File: src/rtl/prefetch_queue_if.sv
// Handshake bundle between the prefetch queue and its neighbours: the IF stage
// (redirect, dequeue, instruction out), the MMU and the icache.
interface prefetch_queue_if #(
    parameter int XLEN = 32
);
    logic            clear_i;
    logic [XLEN-1:0] redirect_pc_i;
    logic            deq_i;
    logic            instr_valid_o;
    logic [31:0]     instr_o;
    logic            is_comp_o;
    logic [XLEN-1:0] pc_o;
    logic            fault_o;
    logic            mmu_req_o;
    logic [XLEN-1:0] mmu_vaddr_o;
    logic            mmu_hit_i;
    logic [XLEN-1:0] mmu_paddr_i;
    logic            mmu_page_fault_i;
    logic            icache_req_o;
    logic [XLEN-1:0] icache_addr_o;
    logic            icache_kill_o;
    logic            icache_ack_i;
    logic [31:0]     icache_rdata_i;

    modport master (
        input  clear_i, redirect_pc_i, deq_i,
        input  mmu_hit_i, mmu_paddr_i, mmu_page_fault_i,
        input  icache_ack_i, icache_rdata_i,
        output instr_valid_o, instr_o, is_comp_o, pc_o, fault_o,
        output mmu_req_o, mmu_vaddr_o,
        output icache_req_o, icache_addr_o, icache_kill_o
    );

    modport slave (
        output clear_i, redirect_pc_i, deq_i,
        output mmu_hit_i, mmu_paddr_i, mmu_page_fault_i,
        output icache_ack_i, icache_rdata_i,
        input  instr_valid_o, instr_o, is_comp_o, pc_o, fault_o,
        input  mmu_req_o, mmu_vaddr_o,
        input  icache_req_o, icache_addr_o, icache_kill_o
    );
endinterface

File: src/rtl/prefetch_queue.sv
// Sequential instruction prefetcher: a 16-bit parcel queue fed word-by-word
// through MMU translation and the icache, presenting whole RV32/RV32C instructions.
//
// state | meaning
// IDLE  | no request outstanding; start one when two parcel slots are free
// TRANS | translation request for fetch_pc outstanding at the MMU
// FETCH | icache read of the translated word outstanding
module prefetch_queue #(
    parameter int DEPTH = 4,
    parameter int XLEN  = 32
) (
    input logic              clk,
    input logic              rst_n,
    prefetch_queue_if.master bus
);
    localparam int NPAR = 2 * DEPTH;
    localparam int PW   = $clog2(NPAR);
    localparam int CW   = PW + 1;
    localparam logic [CW-1:0]   NPAR_C      = CW'(NPAR);
    localparam logic [XLEN-1:0] WORD_MASK   = ~XLEN'(3);
    localparam logic [XLEN-1:0] PARCEL_MASK = ~XLEN'(1);

    typedef enum logic [1:0] {
        IDLE  = 2'd0,
        TRANS = 2'd1,
        FETCH = 2'd2
    } state_t;

    state_t          state;
    logic [15:0]     parcels [NPAR];
    logic [PW-1:0]   head;
    logic [PW-1:0]   tail;
    logic [CW-1:0]   count;
    logic [XLEN-1:0] pc_q;
    logic [XLEN-1:0] fetch_pc;
    logic [XLEN-1:0] paddr_q;
    logic [XLEN-1:0] fault_pc;
    logic            drop_low;
    logic            fault_lat;
    logic            mmu_req_q;
    logic            icache_req_q;

    logic [PW-1:0]   head_p1;
    logic [PW-1:0]   tail_p1;
    logic [15:0]     p0;
    logic [15:0]     p1;
    logic            head_comp;
    logic            has_one;
    logic            has_two;
    logic            fault_now;
    logic            valid;
    logic            pop;
    logic            push;
    logic [PW-1:0]   pop_n;
    logic [PW-1:0]   push_n;
    logic [CW-1:0]   pop_amt;
    logic [CW-1:0]   push_amt;
    logic [CW-1:0]   free_slots;
    logic [CW-1:0]   rsv;
    logic            start_fetch;
    logic [XLEN-1:0] fault_probe;
    logic [XLEN-1:0] pc_step;

    always_comb begin
        head_p1   = head + PW'(1);
        tail_p1   = tail + PW'(1);
        p0        = parcels[head];
        p1        = parcels[head_p1];
        head_comp = (p0[1:0] != 2'b11);
        has_one   = (count != '0);
        has_two   = (count >= CW'(2));

        // A lone 32-bit head parcel belongs to the word before the faulting one.
        fault_probe = has_one ? (pc_q + XLEN'(2)) : pc_q;
        fault_now   = fault_lat
                      && (!has_one || (count == CW'(1) && !head_comp))
                      && ((fault_probe & WORD_MASK) == fault_pc);
        valid       = !fault_now && ((has_one && head_comp) || has_two);

        pop      = bus.deq_i && valid;
        pop_n    = head_comp ? PW'(1) : PW'(2);
        pop_amt  = pop ? CW'(pop_n) : '0;
        pc_step  = head_comp ? XLEN'(2) : XLEN'(4);

        push     = (state == FETCH) && bus.icache_ack_i;
        push_n   = drop_low ? PW'(1) : PW'(2);
        push_amt = push ? CW'(push_n) : '0;

        // Two slots stay reserved for the word in flight from TRANS until its ack.
        free_slots  = NPAR_C - count;
        rsv         = (state != IDLE) ? CW'(2) : '0;
        start_fetch = (state == IDLE) && !fault_lat && (free_slots >= rsv + CW'(2));
    end

    assign bus.instr_valid_o = valid;
    assign bus.instr_o       = !has_one ? 32'h0 : (head_comp ? {16'h0, p0} : {p1, p0});
    assign bus.is_comp_o     = has_one && head_comp;
    assign bus.pc_o          = pc_q;
    assign bus.fault_o       = fault_now;
    assign bus.mmu_req_o     = mmu_req_q;
    assign bus.mmu_vaddr_o   = fetch_pc;
    assign bus.icache_req_o  = icache_req_q;
    assign bus.icache_addr_o = paddr_q;
    assign bus.icache_kill_o = bus.clear_i && (state == FETCH);

    always_ff @(posedge clk) begin
        if (rst_n && !bus.clear_i && push) begin
            if (drop_low) begin
                parcels[tail] <= bus.icache_rdata_i[31:16];
            end else begin
                parcels[tail]    <= bus.icache_rdata_i[15:0];
                parcels[tail_p1] <= bus.icache_rdata_i[31:16];
            end
        end
    end

    always_ff @(posedge clk) begin
        if (!rst_n) begin
            state        <= IDLE;
            head         <= '0;
            tail         <= '0;
            count        <= '0;
            pc_q         <= '0;
            fetch_pc     <= '0;
            paddr_q      <= '0;
            fault_pc     <= '0;
            drop_low     <= 1'b0;
            fault_lat    <= 1'b0;
            mmu_req_q    <= 1'b0;
            icache_req_q <= 1'b0;
        end else if (bus.clear_i) begin
            state        <= IDLE;
            head         <= '0;
            tail         <= '0;
            count        <= '0;
            pc_q         <= bus.redirect_pc_i & PARCEL_MASK;
            fetch_pc     <= bus.redirect_pc_i & WORD_MASK;
            drop_low     <= bus.redirect_pc_i[1];
            fault_lat    <= 1'b0;
            mmu_req_q    <= 1'b0;
            icache_req_q <= 1'b0;
        end else begin
            if (push) begin
                tail <= tail + push_n;
            end
            if (pop) begin
                head <= head + pop_n;
                pc_q <= pc_q + pc_step;
            end
            count <= count + push_amt - pop_amt;

            case (state)
                IDLE: begin
                    if (start_fetch) begin
                        state     <= TRANS;
                        mmu_req_q <= 1'b1;
                    end
                end
                TRANS: begin
                    if (bus.mmu_hit_i) begin
                        mmu_req_q <= 1'b0;
                        if (bus.mmu_page_fault_i) begin
                            fault_lat <= 1'b1;
                            fault_pc  <= fetch_pc;
                            state     <= IDLE;
                        end else begin
                            paddr_q      <= bus.mmu_paddr_i & WORD_MASK;
                            icache_req_q <= 1'b1;
                            state        <= FETCH;
                        end
                    end
                end
                FETCH: begin
                    if (bus.icache_ack_i) begin
                        icache_req_q <= 1'b0;
                        drop_low     <= 1'b0;
                        fetch_pc     <= fetch_pc + XLEN'(4);
                        state        <= IDLE;
                    end
                end
                default: begin
                    state        <= IDLE;
                    mmu_req_q    <= 1'b0;
                    icache_req_q <= 1'b0;
                end
            endcase
        end
    end

    a_count_bound: assert property (@(posedge clk) disable iff (!rst_n) count <= NPAR_C);
    a_no_overflow: assert property (@(posedge clk) disable iff (!rst_n || bus.clear_i)
                                    push |-> (count - pop_amt + push_amt) <= NPAR_C);
endmodule

File: src/flat_wrapper.sv
// flat-port wrapper written by rule: the top's interface ports become plain ports
module prefetch_queue_flat 
#(
    parameter int DEPTH = 4,
    parameter int XLEN  = 32
)
  (clk, rst_n, bus_clear_i, bus_redirect_pc_i, bus_deq_i, bus_mmu_hit_i, bus_mmu_paddr_i, bus_mmu_page_fault_i, bus_icache_ack_i, bus_icache_rdata_i, bus_instr_valid_o, bus_instr_o, bus_is_comp_o, bus_pc_o, bus_fault_o, bus_mmu_req_o, bus_mmu_vaddr_o, bus_icache_req_o, bus_icache_addr_o, bus_icache_kill_o);
  prefetch_queue_if #(.XLEN(XLEN)) bus_i ();
  input logic clk;
  input logic rst_n;
  input wire logic [$bits(bus_i.clear_i)-1:0] bus_clear_i;
  input wire logic [$bits(bus_i.redirect_pc_i)-1:0] bus_redirect_pc_i;
  input wire logic [$bits(bus_i.deq_i)-1:0] bus_deq_i;
  input wire logic [$bits(bus_i.mmu_hit_i)-1:0] bus_mmu_hit_i;
  input wire logic [$bits(bus_i.mmu_paddr_i)-1:0] bus_mmu_paddr_i;
  input wire logic [$bits(bus_i.mmu_page_fault_i)-1:0] bus_mmu_page_fault_i;
  input wire logic [$bits(bus_i.icache_ack_i)-1:0] bus_icache_ack_i;
  input wire logic [$bits(bus_i.icache_rdata_i)-1:0] bus_icache_rdata_i;
  output wire logic [$bits(bus_i.instr_valid_o)-1:0] bus_instr_valid_o;
  output wire logic [$bits(bus_i.instr_o)-1:0] bus_instr_o;
  output wire logic [$bits(bus_i.is_comp_o)-1:0] bus_is_comp_o;
  output wire logic [$bits(bus_i.pc_o)-1:0] bus_pc_o;
  output wire logic [$bits(bus_i.fault_o)-1:0] bus_fault_o;
  output wire logic [$bits(bus_i.mmu_req_o)-1:0] bus_mmu_req_o;
  output wire logic [$bits(bus_i.mmu_vaddr_o)-1:0] bus_mmu_vaddr_o;
  output wire logic [$bits(bus_i.icache_req_o)-1:0] bus_icache_req_o;
  output wire logic [$bits(bus_i.icache_addr_o)-1:0] bus_icache_addr_o;
  output wire logic [$bits(bus_i.icache_kill_o)-1:0] bus_icache_kill_o;
  assign bus_i.clear_i = bus_clear_i;
  assign bus_i.redirect_pc_i = bus_redirect_pc_i;
  assign bus_i.deq_i = bus_deq_i;
  assign bus_i.mmu_hit_i = bus_mmu_hit_i;
  assign bus_i.mmu_paddr_i = bus_mmu_paddr_i;
  assign bus_i.mmu_page_fault_i = bus_mmu_page_fault_i;
  assign bus_i.icache_ack_i = bus_icache_ack_i;
  assign bus_i.icache_rdata_i = bus_icache_rdata_i;
  assign bus_instr_valid_o = bus_i.instr_valid_o;
  assign bus_instr_o = bus_i.instr_o;
  assign bus_is_comp_o = bus_i.is_comp_o;
  assign bus_pc_o = bus_i.pc_o;
  assign bus_fault_o = bus_i.fault_o;
  assign bus_mmu_req_o = bus_i.mmu_req_o;
  assign bus_mmu_vaddr_o = bus_i.mmu_vaddr_o;
  assign bus_icache_req_o = bus_i.icache_req_o;
  assign bus_icache_addr_o = bus_i.icache_addr_o;
  assign bus_icache_kill_o = bus_i.icache_kill_o;
  prefetch_queue #(.DEPTH(DEPTH), .XLEN(XLEN)) u_core (.clk(clk), .rst_n(rst_n), .bus(bus_i));
endmodule
File: config.mk
export PLATFORM = sky130hd
export DESIGN_NAME = prefetch_queue_flat
export DESIGN_NICKNAME = d
export VERILOG_FILES = /design/src/rtl/prefetch_queue_if.sv /design/src/rtl/prefetch_queue.sv /design/src/flat_wrapper.sv
export SDC_FILE = /design/constraint.sdc
export NUM_CORES = 1
export LEC_CHECK = 0
export CORE_ASPECT_RATIO = 0.8
export CORE_UTILIZATION = 50
export DETAILED_ROUTE_END_ITERATION = 8
export GPL_ROUTABILITY_DRIVEN = 0
export HOLD_SLACK_MARGIN = 0.12
export PLACE_DENSITY = 0.8
export SYNTH_ARGS = -nofsm -noshare
export SYNTH_HDL_FRONTEND = slang
export SYNTH_SLANG_ARGS = --single-unit
File: constraint.sdc
create_clock -name clk -period 4.25 [get_ports clk]
set_input_delay 0.85 -clock clk [delete_from_list [all_inputs] [get_ports clk]]
set_output_delay 0.85 -clock clk [all_outputs]
set_load 0.02 [all_outputs]
# Yosys cells after proc, flatten, opt, wreduce, memory -nomap -nowiden
# Memories as Yosys holds them, arrays and structs flattened. A register that Yosys moved wholly into a read port is not among the register bits.
# Index checks and enable logic that the tools add are counted.
[op_classes] addsub=11 n_mux=37 bitwise_logic=6 shifts=0 n_eq_ne=9 n_reduce_logical=34 magnitude_cmp=2 div=0 n_mul=0
[op_table] op="32-bit 2-to-1 mux" n=8
[op_table] op="32-bit by 2-bit adder with 32-bit output, second input constant" n=1
[op_table] op="32-bit by 3-bit adder with 32-bit output, second input constant" n=1
[op_table] op="32-bit adder" n=1
[op_table] op="32-bit == test" n=1
[op_table] op="16-bit 2-to-1 mux" n=1
[op_table] op="3-bit 2-to-1 mux" n=5
[op_table] op="2-bit 2-to-1 mux" n=7
[op_table] op="1-bit 2-to-1 mux" n=13
[op_table] op="1-bit logical AND" n=12
[op_table] op="4-bit AND reduction" n=3
[op_table] op="3-bit AND reduction" n=3
[op_table] op="2-bit inequality test, second input constant" n=4
[op_table] op="2-bit nonzero test" n=4
[op_table] op="3-bit by 1-bit adder with 3-bit output, second input constant" n=2
[op_table] op="3-bit adder" n=2
[op_table] op="1-bit one-hot mux with 3 select lines" n=2
[op_table] op="2-bit one-hot mux with 3 select lines" n=1
[op_table] op="1-bit zero test" n=5
[op_table] op="1-bit inverter" n=5
[op_table] op="4-bit by 2-bit adder with 4-bit output, second input constant" n=1
[op_table] op="4-bit adder" n=1
[op_table] op="4-bit by 1-bit == test with 1-bit output, second input constant" n=1
[op_table] op="4-bit by 2-bit >= comparator with 1-bit output, second input constant" n=1
[op_table] op="other kinds (12)" n=14
[totals] latchBits=0 rom_bits=0 ff_bits=142 inputBits=103 ram_bits=128 mem_count=1
[mem_list] memory="u_core.parcels" depth=8 word_bits=16 read_ports=2 rd_ports_with_merged_regs=1 wr=2 line="prefetch_queue.sv:30" rtl="logic [15:0] parcels [NPAR];"

# Logic depth before layout (Yosys ltp)
[logic_depth] depth_word=11 depth_mapped=19 ltp_nobuf=17

# Worst setup path before layout
# OpenSTA, ideal clock, no wires.
[synth_path] path_kind="register to register" from="register u_core.pc_q[2], in the netlist u_core.bus.pc_o[2]" to="register u_core.count[3]" required_ns=4.122 arrival_ns=4.263 path_slack_ns=-0.141 n_path_buf=1 stages_incl_launch_ff=18 cell_sequence="dfxtp_1 > ha_1 > a21bo_2 > or2_1 > nor4b_1 > mux2i_1 > o211ai_2 > or4_1 > buf_2 > nand2_1 > nor2_1 > fa_1 > inv_1 > ha_1 > a21o_1 > a21oi_1 > xnor2_1 > nor2_1"
[synth_via] elab_chain_len=9
[synth_lines] item="from (decl)" line="prefetch_queue.sv:34" rtl="logic [XLEN-1:0] pc_q;"
[synth_lines] item="from (signal assigned)" line="prefetch_queue.sv:136" rtl="pc_q <= bus.redirect_pc_i & PARCEL_MASK;"
[synth_lines] item="from (signal assigned)" line="prefetch_queue.sv:148" rtl="pc_q <= pc_q + pc_step;"
[synth_lines] item="32-bit by 2-bit adder with 32-bit output" line="prefetch_queue.sv:74" rtl="fault_probe = has_one ? (pc_q + XLEN'(2)) : pc_q;"
[synth_lines] item="32-bit 2-to-1 mux *" line="prefetch_queue.sv:74"
[synth_lines] item="32-bit == test *" line="prefetch_queue.sv:77" rtl="&& ((fault_probe & WORD_MASK) == fault_pc);"
[synth_lines] item="1-bit logical AND *" line="prefetch_queue.sv:77"
[synth_lines] item="1-bit zero test *" line="prefetch_queue.sv:78" rtl="valid = !fault_now && ((has_one && head_comp) || has_two);"
[synth_lines] item="1-bit logical AND *" line="prefetch_queue.sv:78"
[synth_lines] item="1-bit logical AND *" line="prefetch_queue.sv:80" rtl="pop = bus.deq_i && valid;"
[synth_lines] item="3-bit 2-to-1 mux *" line="prefetch_queue.sv:82" rtl="pop_amt = pop ? CW'(pop_n) : '0;"
[synth_lines] item="4-bit subtractor *" line="prefetch_queue.sv:150" rtl="count <= count + push_amt - pop_amt;"
[synth_lines] item="to (signal assigned)" line="prefetch_queue.sv:150"
[synth_lines] item="to (decl)" line="prefetch_queue.sv:33" rtl="logic [CW-1:0] count;"
# Mark *: on every way between the ends. The rest lies on a longest branch, timed or not.
# A chain may end at the register's enable or synchronous reset.

# Worst setup path after layout
[layout_path] from="register u_core.count[2]" to="register u_core.count[3]"
[layout_via] elab_chain_len=10
[layout_lines] item="parallel branches: the longest is 9 deep, another holds 32-bit 2-to-1 mux"
[layout_lines] item="4-bit subtractor *" line="prefetch_queue.sv:150"
# Mark *: on every way between the ends.

==> qor.yml <==
io_pins: 237
cp-start-kind: "flop"
ctsHoldBuffers: 0
synth_top_area_cell: "edfxtp_1"
routed_wl_um: 48720
netlist_area_um2: 15560
rows: 57
post-dp-hpwl_um: 34040
worst_ep_required_time_ns: 4.70
drc: 0
min_path_cells: 2
post_dp_cell_area_um2: 18540
reg2reg_to: "u_core.count[3]$_SDFF_PP0_"
ant_nets: 0
ys.flop_type: "dfxtp_1"
synth-seq-cells: 268
maxSlewViolCount: 0
antenna_found_initial: 0
crit_arrival_ns: 4.62
num_vias: 14340
power.density_nw_per_um2: 393.9
nets: 2016
grtUsageTotal: 0.3042
numCtsBuffers: 29
synthDistinctLibCells: 71
syn_inst: 1669
ff2ff_path_depth: 17
synth_most_common_cell: "nor2_1"
finalSetupViolCount: 0
htreeDepth: 1
drtIter0Drc: 1791
timing.hold.worst.start: "u_core.bus.icache_addr_o[31]$_SDFFE_PN0P_"
p_leak_nw: 6.662
initial_utilization: 0.5109
wl_per_cell_um: 20.94
placed_cells: 2269
hold_class: "reg2reg"
syn_avg_cell_area_um2: 9.323
grt_overflow: 0
path_clk_slew_ns: 0.06
drive_gt1_frac: 0.1375
num-fill-cells: 2389
syn_to_final_growth_pct: 26.17
reg2reg_from: "u_core.count[2]$_SDFF_PP0_"
async_flop_share: 0
yosysSeqAreaShare: 0.4271
root_buffer: "clkbuf_16"
drt-pass1-iter-count: 6
status: "finished clean"
insertedDiodeCount: 0
finalNonFillerCells: 2326
core_area_um2: 30450
tritoncts: "built"
skew_ns: 0.02390
synth_edf_count: 128
yosys-top-cells-area: "edfxtp_1 (25%), dfxtp_1 (18%), mux4_2 (9.3%), a21oi_1 (6.3%), nor2_1 (5.2%)"
path_class: "reg2reg"
fin_crit_sh: 0.9815
cap_violations: 0
chipWidth_um: 199.2
portBuffers: 228
end_kind: "flop"
worst_slew_pin_slew_ns: 1.305
clockBufferDepth: 3
die_y_um: 159.8
grt_pass1_vias: 13810
yosysWarnings: 0
relSlewSlack: 0.1299
rsz0062_at_grt: "true"
cts_sinks: 268
period_needed_ns: 4.171
clk_latency_ns: 0.57
peakVddDrop_mv: 0.3650
crit_fanout: 4
fin_area_um2: 19630
rrSetupSlack_ns: 0.08
dieArea_um2: 31830
grt_pass1_wl_um: 75520
synth_commonest_cells: "nor2_1 (217), nand2_1 (211), a21oi_1 (196)"
synth_top_area_frac: 0.2470
hold_viol: 0
hold_end: "u_core.bus.icache_addr_o[31]$_SDFFE_PN0P_"
grt_max_degree: 95
clock.fmax_ghz: 0.2397
via_per_inst: 6.165
[state kept, by name, summed over array words and instances, names as in the netlist, named ones only]
| name | flops |
|---|---|
| u_core.bus.icache_addr_o | 30 |
| u_core.head | 3 |
| u_core.drop_low | 1 |
| u_core.bus.mmu_req_o | 1 |
| u_core.fault_lat | 1 |
| u_core.parcels | 128 |
| u_core.bus.mmu_vaddr_o | 30 |
| u_core.bus.pc_o | 31 |
| u_core.state | 2 |
| u_core.count | 4 |
| u_core.bus.icache_req_o | 1 |
| u_core.tail | 3 |
| u_core.fault_pc | 30 |
[through the flow]
step | power (W) | hold WS [ns] | worst slack (ns) | utilization | setup TNS, ns
2_1_floorplan | 0.004188 | 0.4489 | 0.01147 | - | 0
3_3_place_gp | 0.005012 | 0.4516 | 0.04706 | 0.6087 | 0
3_5_place_dp | 0.005058 | 0.4579 | -0.01399 | 0.6087 | -0.01399
4_1_cts | 0.007689 | 0.4651 | 0.03078 | 0.6424 | 0
5_1_grt | 0.007989 | 0.4847 | -0.04699 | 0.6446 | -0.05766
6_report | 0.007733 | 0.4606 | 0.07864 | 0.6446 | 0
[power by group]
part           internal (W)  switching, W
combinational      0.000980       0.00121
sequential          0.00278      0.000108
clock               0.00159       0.00107
[critical path, cell delays in order, from the launching register on]
cell and delay [ns]:
dfxtp_1 0.33, inv_1 0.06, ha_1 0.21, a21bo_2 0.25
buf_4 0.16, or2_2 0.30, a2111oi_1 0.43, nand4_1 0.23
or4_4 0.54, nand2_2 0.09, nor2_1 0.06, fa_1 0.54
inv_1 0.05, ha_1 0.29, a21o_1 0.17, a21oi_2 0.15
xnor2_1 0.13, nor2_1 0.06
[per-layer routing]
layer  global-route usage  up-vias  wire length [µm]
met5                    0        -                 0
met4               0.1080        0              1701
met3              0.05956      144              5470
met2               0.4678      883             21970
met1               0.4264     6826             19570
li1                     -     6487                 -
[layout make-up]
class                      instances  area (µm²)  share of cell area
multi-input combinational       1239        8333              0.4245
timing repair buffer             327        3028              0.1542
clock inverter                    16       196.4             0.01001
inverter                          25       93.84            0.004780
tap                              413       516.7             0.02632
sequential                       268        6653              0.3389
clock buffer                      38       810.8             0.04130
[timing repair]
action,4_1_cts,5_1_grt
pin swaps,2,10
resized for setup,15,15
setup buffers,0,3
endpoints found under the setup margin,11,5
[worst max path at each step]
| stage | startpoint | endpoint | slack, ns | cells past startpoint |
|---|---|---|---|---|
| after detailed placement | u_core.count[2]$_SDFF_PP0_ | u_core.count[3]$_SDFF_PP0_ | -0.01 | 17 |
| after global routing | u_core.bus.pc_o[15]$_SDFFE_PN0P_ | u_core.count[3]$_SDFF_PP0_ | -0.05 | 15 |
| after CTS | u_core.count[2]$_SDFF_PP0_ | u_core.count[3]$_SDFF_PP0_ | 0.03 | 17 |
| after global placement | u_core.count[2]$_SDFF_PP0_ | bus_fault_o | 0.05 | 11 |
| after floorplan | u_core.bus.pc_o[1]$_SDFFE_PN0P_ | u_core.count[3]$_SDFF_PP0_ | 0.01 | 17 |
| final | u_core.count[2]$_SDFF_PP0_ | u_core.count[3]$_SDFF_PP0_ | 0.08 | 17 |
[cell families (layout without fill, tap and decap cells)]
group / count (synthesis) / in the layout / synth area share
AOI/OAI and AO/OA: 389 / 389 / 0.1507
xor gates and xnor gates: 79 / 79 / 0.04447
adders and majority gates: 23 / 23 / 0.02091
buffers and inverters: 166 / 406 / 0.04527
DFF: 268 / 268 / 0.4271
muxes: 101 / 101 / 0.1165
other: 1 / 5 / 0.0002410
and+or+nand+nor: 642 / 642 / 0.1948
[cells in the final DEF (no fill, tap or decap), drive strengths merged, types with 10 or more instances in the layout]
cell / n
clkdlybuf4s50: 225
nor2: 217
nand2: 211
a21oi: 196
dfxtp: 140
edfxtp: 128
buf: 102
mux4: 64
a21boi: 61
o21ai: 50
xnor2: 42
nand3: 42
nand4: 41
clkbuf: 38
xor2: 37
mux2i: 36
nor3: 28
inv: 26
ha: 18
a31oi: 16
o31ai: 15
nor4: 14
and4: 13
or4: 12
a211oi: 12
and3: 10
No activity file was read; power rests on OpenSTA's default activity.
